$ cat src/rtl/par_ser_tx.sv
// par_ser_tx: byte FIFO + MSB-first serializer that trains with 0xBC commas and fills idle slots with 0xBC.
// Optional PAR_SER_RESYNC_EN forces a 0xBC after RESYNC_PERIOD back-to-back data symbols.
module par_ser_tx #(
    parameter int TRAIN_BC      = 4,
    parameter int FIFO_DEPTH    = 4,
    parameter int RESYNC_PERIOD = 16
) (
    input  logic       clk_32f,
    input  logic       reset,
    input  logic [7:0] data_in,
    input  logic       valid_in,
    output logic       ready_out,
    output logic       data_out,
    output logic       sym_start,
    output logic       sym_is_data,
    output logic       active
);
    localparam int AW = $clog2(FIFO_DEPTH);
    localparam int CW = AW + 1;
    localparam logic [7:0] COMMA = 8'hBC;

    if (TRAIN_BC < 1 || TRAIN_BC > 15) begin : g_bad_train
        $error("TRAIN_BC must be 1..15");
    end
    if (FIFO_DEPTH < 2 || FIFO_DEPTH > 16 || (FIFO_DEPTH & (FIFO_DEPTH - 1)) != 0) begin : g_bad_depth
        $error("FIFO_DEPTH must be a power of two in 2..16");
    end
    if (RESYNC_PERIOD < 2 || RESYNC_PERIOD > 255) begin : g_bad_resync
        $error("RESYNC_PERIOD must be 2..255");
    end

    typedef enum logic {TRAIN, RUN} state_e;

    state_e          state_q, state_d;
    logic [7:0]      shreg_q, shreg_d;
    logic [2:0]      bit_cnt_q, bit_cnt_d;
    logic [3:0]      bc_cnt_q, bc_cnt_d;
    logic            active_q, active_d;
    logic            is_data_q, is_data_d;
    logic [AW-1:0]   wr_ptr_q, wr_ptr_d;
    logic [AW-1:0]   rd_ptr_q, rd_ptr_d;
    logic [CW-1:0]   count_q, count_d;
    logic [7:0]      mem_q [FIFO_DEPTH];
    logic            load, push, pop, train_done, run_load, force_comma;

`ifdef PAR_SER_RESYNC_EN
    logic [7:0]      run_cnt_q, run_cnt_d;
    assign force_comma = run_cnt_q == 8'(RESYNC_PERIOD);
`else
    assign force_comma = 1'b0;
`endif

    assign load       = bit_cnt_q == 3'd0;
    assign ready_out  = count_q != CW'(FIFO_DEPTH);
    assign push       = valid_in & ready_out;
    assign train_done = bc_cnt_q + 4'd1 == 4'(TRAIN_BC);
    // The TRAIN->RUN load edge already carries the first RUN symbol.
    assign run_load   = load & (state_q == RUN | train_done);
    assign pop        = run_load & (count_q != '0) & ~force_comma;

    assign data_out    = shreg_q[7];
    assign sym_start   = bit_cnt_q == 3'd7;
    assign sym_is_data = is_data_q;
    assign active      = active_q;

    always_comb begin
        state_d   = state_q;
        bc_cnt_d  = bc_cnt_q;
        active_d  = active_q;
        is_data_d = is_data_q;
        shreg_d   = {shreg_q[6:0], 1'b0};
        bit_cnt_d = bit_cnt_q - 3'd1;
        wr_ptr_d  = wr_ptr_q + AW'(push);
        rd_ptr_d  = rd_ptr_q + AW'(pop);
        count_d   = count_q + CW'(push) - CW'(pop);
        if (load) begin
            bit_cnt_d = 3'd7;
            shreg_d   = pop ? mem_q[rd_ptr_q] : COMMA;
            is_data_d = pop;
            if (state_q == TRAIN) begin
                bc_cnt_d = bc_cnt_q + 4'd1;
                if (train_done) begin
                    state_d  = RUN;
                    active_d = 1'b1;
                end
            end
        end
    end

`ifdef PAR_SER_RESYNC_EN
    always_comb begin
        run_cnt_d = run_cnt_q;
        if (run_load) run_cnt_d = pop ? run_cnt_q + 8'd1 : 8'd0;
    end
`endif

    always_ff @(posedge clk_32f or negedge reset) begin
        if (!reset) begin
            state_q   <= TRAIN;
            shreg_q   <= COMMA;
            bit_cnt_q <= 3'd7;
            bc_cnt_q  <= 4'd0;
            active_q  <= 1'b0;
            is_data_q <= 1'b0;
            wr_ptr_q  <= '0;
            rd_ptr_q  <= '0;
            count_q   <= '0;
`ifdef PAR_SER_RESYNC_EN
            run_cnt_q <= 8'd0;
`endif
        end else begin
            state_q   <= state_d;
            shreg_q   <= shreg_d;
            bit_cnt_q <= bit_cnt_d;
            bc_cnt_q  <= bc_cnt_d;
            active_q  <= active_d;
            is_data_q <= is_data_d;
            wr_ptr_q  <= wr_ptr_d;
            rd_ptr_q  <= rd_ptr_d;
            count_q   <= count_d;
`ifdef PAR_SER_RESYNC_EN
            run_cnt_q <= run_cnt_d;
`endif
        end
    end

    // Storage needs no reset: count/pointers define which entries are valid.
    always_ff @(posedge clk_32f) begin
        if (push) mem_q[wr_ptr_q] <= data_in;
    end
endmodule

$ cat config.mk
export PLATFORM = sky130hd
export DESIGN_NAME = par_ser_tx
export DESIGN_NICKNAME = d
export VERILOG_FILES = /design/src/rtl/par_ser_tx.sv
export SDC_FILE = /design/constraint.sdc
export NUM_CORES = 1
export LEC_CHECK = 0
export CAP_MARGIN = 0
export CORE_ASPECT_RATIO = 2
export CORE_MARGIN = 3
export CORE_UTILIZATION = 65
export CTS_BUF_LIST = sky130_fd_sc_hd__clkbuf_4 sky130_fd_sc_hd__clkbuf_8
export CTS_CLUSTER_SIZE = 30
export DETAILED_ROUTE_END_ITERATION = 8
export DONT_BUFFER_PORTS = 1
export PLACE_DENSITY = 0.89
export REMOVE_ABC_BUFFERS = 1
export SYNTH_ARGS = -nofsm -noshare
export SYNTH_HDL_FRONTEND = slang
export SYNTH_SLANG_ARGS = --single-unit
$ cat constraint.sdc
create_clock -name clk_32f -period 2.9 [get_ports clk_32f]
set_input_delay 0.58 -clock clk_32f [delete_from_list [all_inputs] [get_ports clk_32f]]
set_output_delay 0.58 -clock clk_32f [all_outputs]
set_load 0.02 [all_outputs]
==> results.txt <==
----------------------------------------------------
[Outcome]
  Outcome ... complete, no violations

[Floorplanning]
  Total I/O pin count ... 16
  Die outline area ... 4270 um^2
  Horizontal extent of the die ... 47.7 um
  Starting utilization of the core area ... 69.2%
  Die span in y ... 89.4 um
  Core box area ... 3270 um^2
  Number of rows in the core area ... 29

[Logic synthesis]
  Number of cells produced by synthesis ... 127
  Largest family of logic cells by synthesized area ... multiplexers
  Count of flip-flops with a built-in enable after synthesis ... 32
  Post-synthesis cell type count ... 31
  Dominant synthesized flop cell ... edfxtp_1
  Synthesis-stage register bit count ... 57
  Area share of xor/xnor cells in the synthesized design ... 2.71%
  Share of synthesized cell area in and, or, nand and nor gates ... 6.14%
  Synthesized-area fraction occupied by ao, oa, aoi and oai cells ... 3.82%
  Post-synthesis cell area ... 2260 um^2
  Share of synthesized registers carrying an async set or reset ... 43.9%
  Synthesis warning total ... 0
  Post-synthesis adder-cell area fraction ... 5.31%
  Mux cell area share after synthesis ... 8.80%
  Post-Synthesis Mean Instance Area ... 17.8 um^2
  Post-synthesis sequential area ratio ... 70.6%

[Setup path]
  Crit path max fanout ... 7
  Cell seen most often among critical-path stages ... inv_1
  Arrival time of data at the critical path endpoint ... 2.86 ns
  Worst setup SP type ... register
  Critical-path cell list ... inv_1, ha_1, nor2b_1, o211ai_2, inv_1, ha_1, inv_1, ha_1, inv_1, fa_1, xnor2_1, xnor2_1
  Type of the worst setup path ... register to register
  Slack of the worst reg-to-reg path ... 0.29 ns
  Nature of the critical path endpoint ... register
  Stage delay of the slowest cell on the critical path ... 0.45 ns
  Crit path required time ... 3.15 ns
  Cell with the largest stage delay on the worst path ... nor2b_1

[Placed design]
  RePlAce Congestion ... 0.719
  Number of input and output port buffers inserted ... 0
  Dpl hpwl ... 2.33 mm

[Clock network]
  Library cell used as clock root buffer ... clkbuf_8
  Count of H-tree levels built during CTS ... 3
  Number of buffers between clock root and the deepest sink ... 2
  CTS clk-pin slew, worst paths ... 0.07 ns
  Worst-Skew Late Latency ... 0.34 ns
  TritonCTS buffer count ... 9
  Number of sinks handled by clock tree synthesis ... 57
  TritonCTS clock tree ... yes

[STA]
  Measured slew at the worst slew-check pin ... 1.24 ns
  Final setup skew ... 0.00841 ns
  Worst slew margin relative to its limit ... 17.3%
  Final period utilization ... 89.9%
  Number of hold violations in the final report ... 0
  Post-layout minimum cycle time ... 2.61 ns
  Final-report setup violation count ... 0
  Slew Viols, Final ... 0
  Setup repair after global routing missed its margin ... no
  Highest clock rate ... 383 MHz
  Total negative setup slack ... 0 ns

[Routing]
  Routed length on met1 ... 1.19 mm
  Highest routing layer actually used ... met4
  DR WL/cell ... 20.2 um
  Residual DRC ... 0
  Aggregate routed wire length ... 3.53 mm
  Vias per Instance ... 6.14
  Antenna violation net count after detailed routing ... 0
  Via count of the routed design ... 1,074
  Count of TritonRoute iterations in the first routing pass ... 4
  1st-iter DRT viols ... 23
  Met2 wire length ... 2.10 mm
  Length of routed met3 wiring ... 114 um

[Pwr]
  Static leakage ... 0.00102 uW
  Total power divided by cell area ... 983 nW/um^2
  Worst VDD drop ... 0.000644 V

[Final layout]
  Growth of design area from synthesis to finish ... 12.3%
  Net count of the finished layout ... 159
  Fraction of layout instances using a drive strength above 1 ... 27.8%
  Sequential cell area in the final layout ... 1600 um^2
  Number of inserted diodes ... 0
  Combined area of the multi-input logic cells ... 606 um^2
  Commonest non-fill, non-tap cell in the layout ... edfxtp_1
  Commonest non-fill, non-tap cells in the layout ... 32 x edfxtp_1, 17 x dfrtp_1, 11 x clkbuf_8, 9 x inv_1
  Final cell utilization of the core ... 77.8%
  Filler cell count ... 188

[GRT]
  Via count of the first global-routing pass ... 1,215
  Total GRT Usage ... 21.4%
  Initial antenna violation count ... 0
  Largest net degree at the start of global routing ... 18
  First-pass GRT wire length ... 5.84 mm
  Final global-route overflow total ... 0

[Flow run]
  Number of maximum-capacitance violations ... 0

[Worst hold path]
  Hold WC Path Type ... input pin to asynchronous set/reset pin

----------------------------------------------------
## synthesized netlist by cell type, types with 2 or more instances
library cell | n | area [um^2]
dfrtp_1 | 17 | 425
xor2_1 | 3 | 26.3
xnor2_1 | 4 | 35.0
edfxtp_1 | 32 | 961
o22a_1 | 5 | 43.8
nor3b_2 | 2 | 25.0
inv_1 | 9 | 33.8
buf_2 | 2 | 10.0
nor3b_1 | 2 | 15.0
nand2_1 | 6 | 22.5
mux4_2 | 6 | 135
dfstp_2 | 8 | 210
nor2b_1 | 2 | 12.5
ha_1 | 8 | 100
a21o_1 | 2 | 15.0
o21ai_1 | 2 | 10.0
nor3_1 | 2 | 10.0
mux4_1 | 2 | 52.6
## final timing paths
check / start / depth (start not counted) / endpoint
hold / removal: reset / 0 / shreg_q[5]
setup / recovery: bit_cnt_q[0] / 12 / count_q[2]
min in group clk_32f: data_in[7] / 0 / mem_q[1][7]
max in group asynchronous: reset / 1 / count_q[2]
setup reg to reg: bit_cnt_q[0] / 12 / count_q[2]
hold reg to reg: bit_cnt_q[0] / 1 / bit_cnt_q[0]
## flip-flops by register name, indices dropped and copies added (netlist names), 2 cells and up
signal and count:
mem_q 32, count_q 3, shreg_q 8, rd_ptr_q 2, bit_cnt_q 3, bc_cnt_q 4
wr_ptr_q 2
## cell families after synthesis
logic type                 after synthesis
adders and majority gates                9
DFF                                     57
xor gates and xnor gates                 7
buffers and inverters                   13
and+or+nand+nor                         21
muxes                                    9
AOI/OAI and AO/OA                       11
## repair_timing
action,in CTS,in global routing
setup buffers,0,0
hold endpoints to repair,17,0
resized for setup,0,0
setup endpoints to repair,0,0
hold buffers,1,0
## where the power goes
part | leakage [uW] | switching (uW) | internal, uW
clock | 0.000115 | 300 | 527
combinational | 0.000327 | 185 | 237
sequential | 0.000573 | 152 | 1100
## critical path, delay by kind of cell (launching register included)
kind / cells / cell delay, ns
fa+ha+maj: 4 / 0.93
buf+inv: 4 / 0.28
simple gates: 1 / 0.45
flops: 1 / 0.38
compound gates: 1 / 0.16
xor+xnor: 2 / 0.32
## through the flow
stage / std cells / hold slack, ns / worst slack [ns] / area, um^2 / total power [uW]
floorplan: 124 / 0.284 / 0.397 / 2240 / 1550
global placement: 157 / 0.285 / 0.393 / 2290 / 1640
detailed placement: 157 / 0.285 / 0.295 / 2290 / 1670
CTS: 174 / 0.0715 / 0.256 / 2530 / 2510
global route: 175 / 0.0641 / 0.0523 / 2540 / 2620
finish: 175 / 0.0801 / 0.292 / 2540 / 2500
## per-layer routing
| metal | track usage, % | vias to the layer above |
|---|---|---|
| li1 | - | 493 |
| met1 | 22.3 | 548 |
| met2 | 35.1 | 22 |
| met3 | 5.24 | 11 |
| met4 | 15.2 | 0 |
| met5 | 0 | - |
## cell type report
class | instances | area share, %
sequential | 57 | 62.9
clock inverter | 5 | 3.05
tap | 31 | 1.53
timing repair buffer | 4 | 1.28
multi-input combinational | 57 | 23.8
inverter | 10 | 1.48
clock buffer | 11 | 5.96
Power figures use the tool's default switching activity.
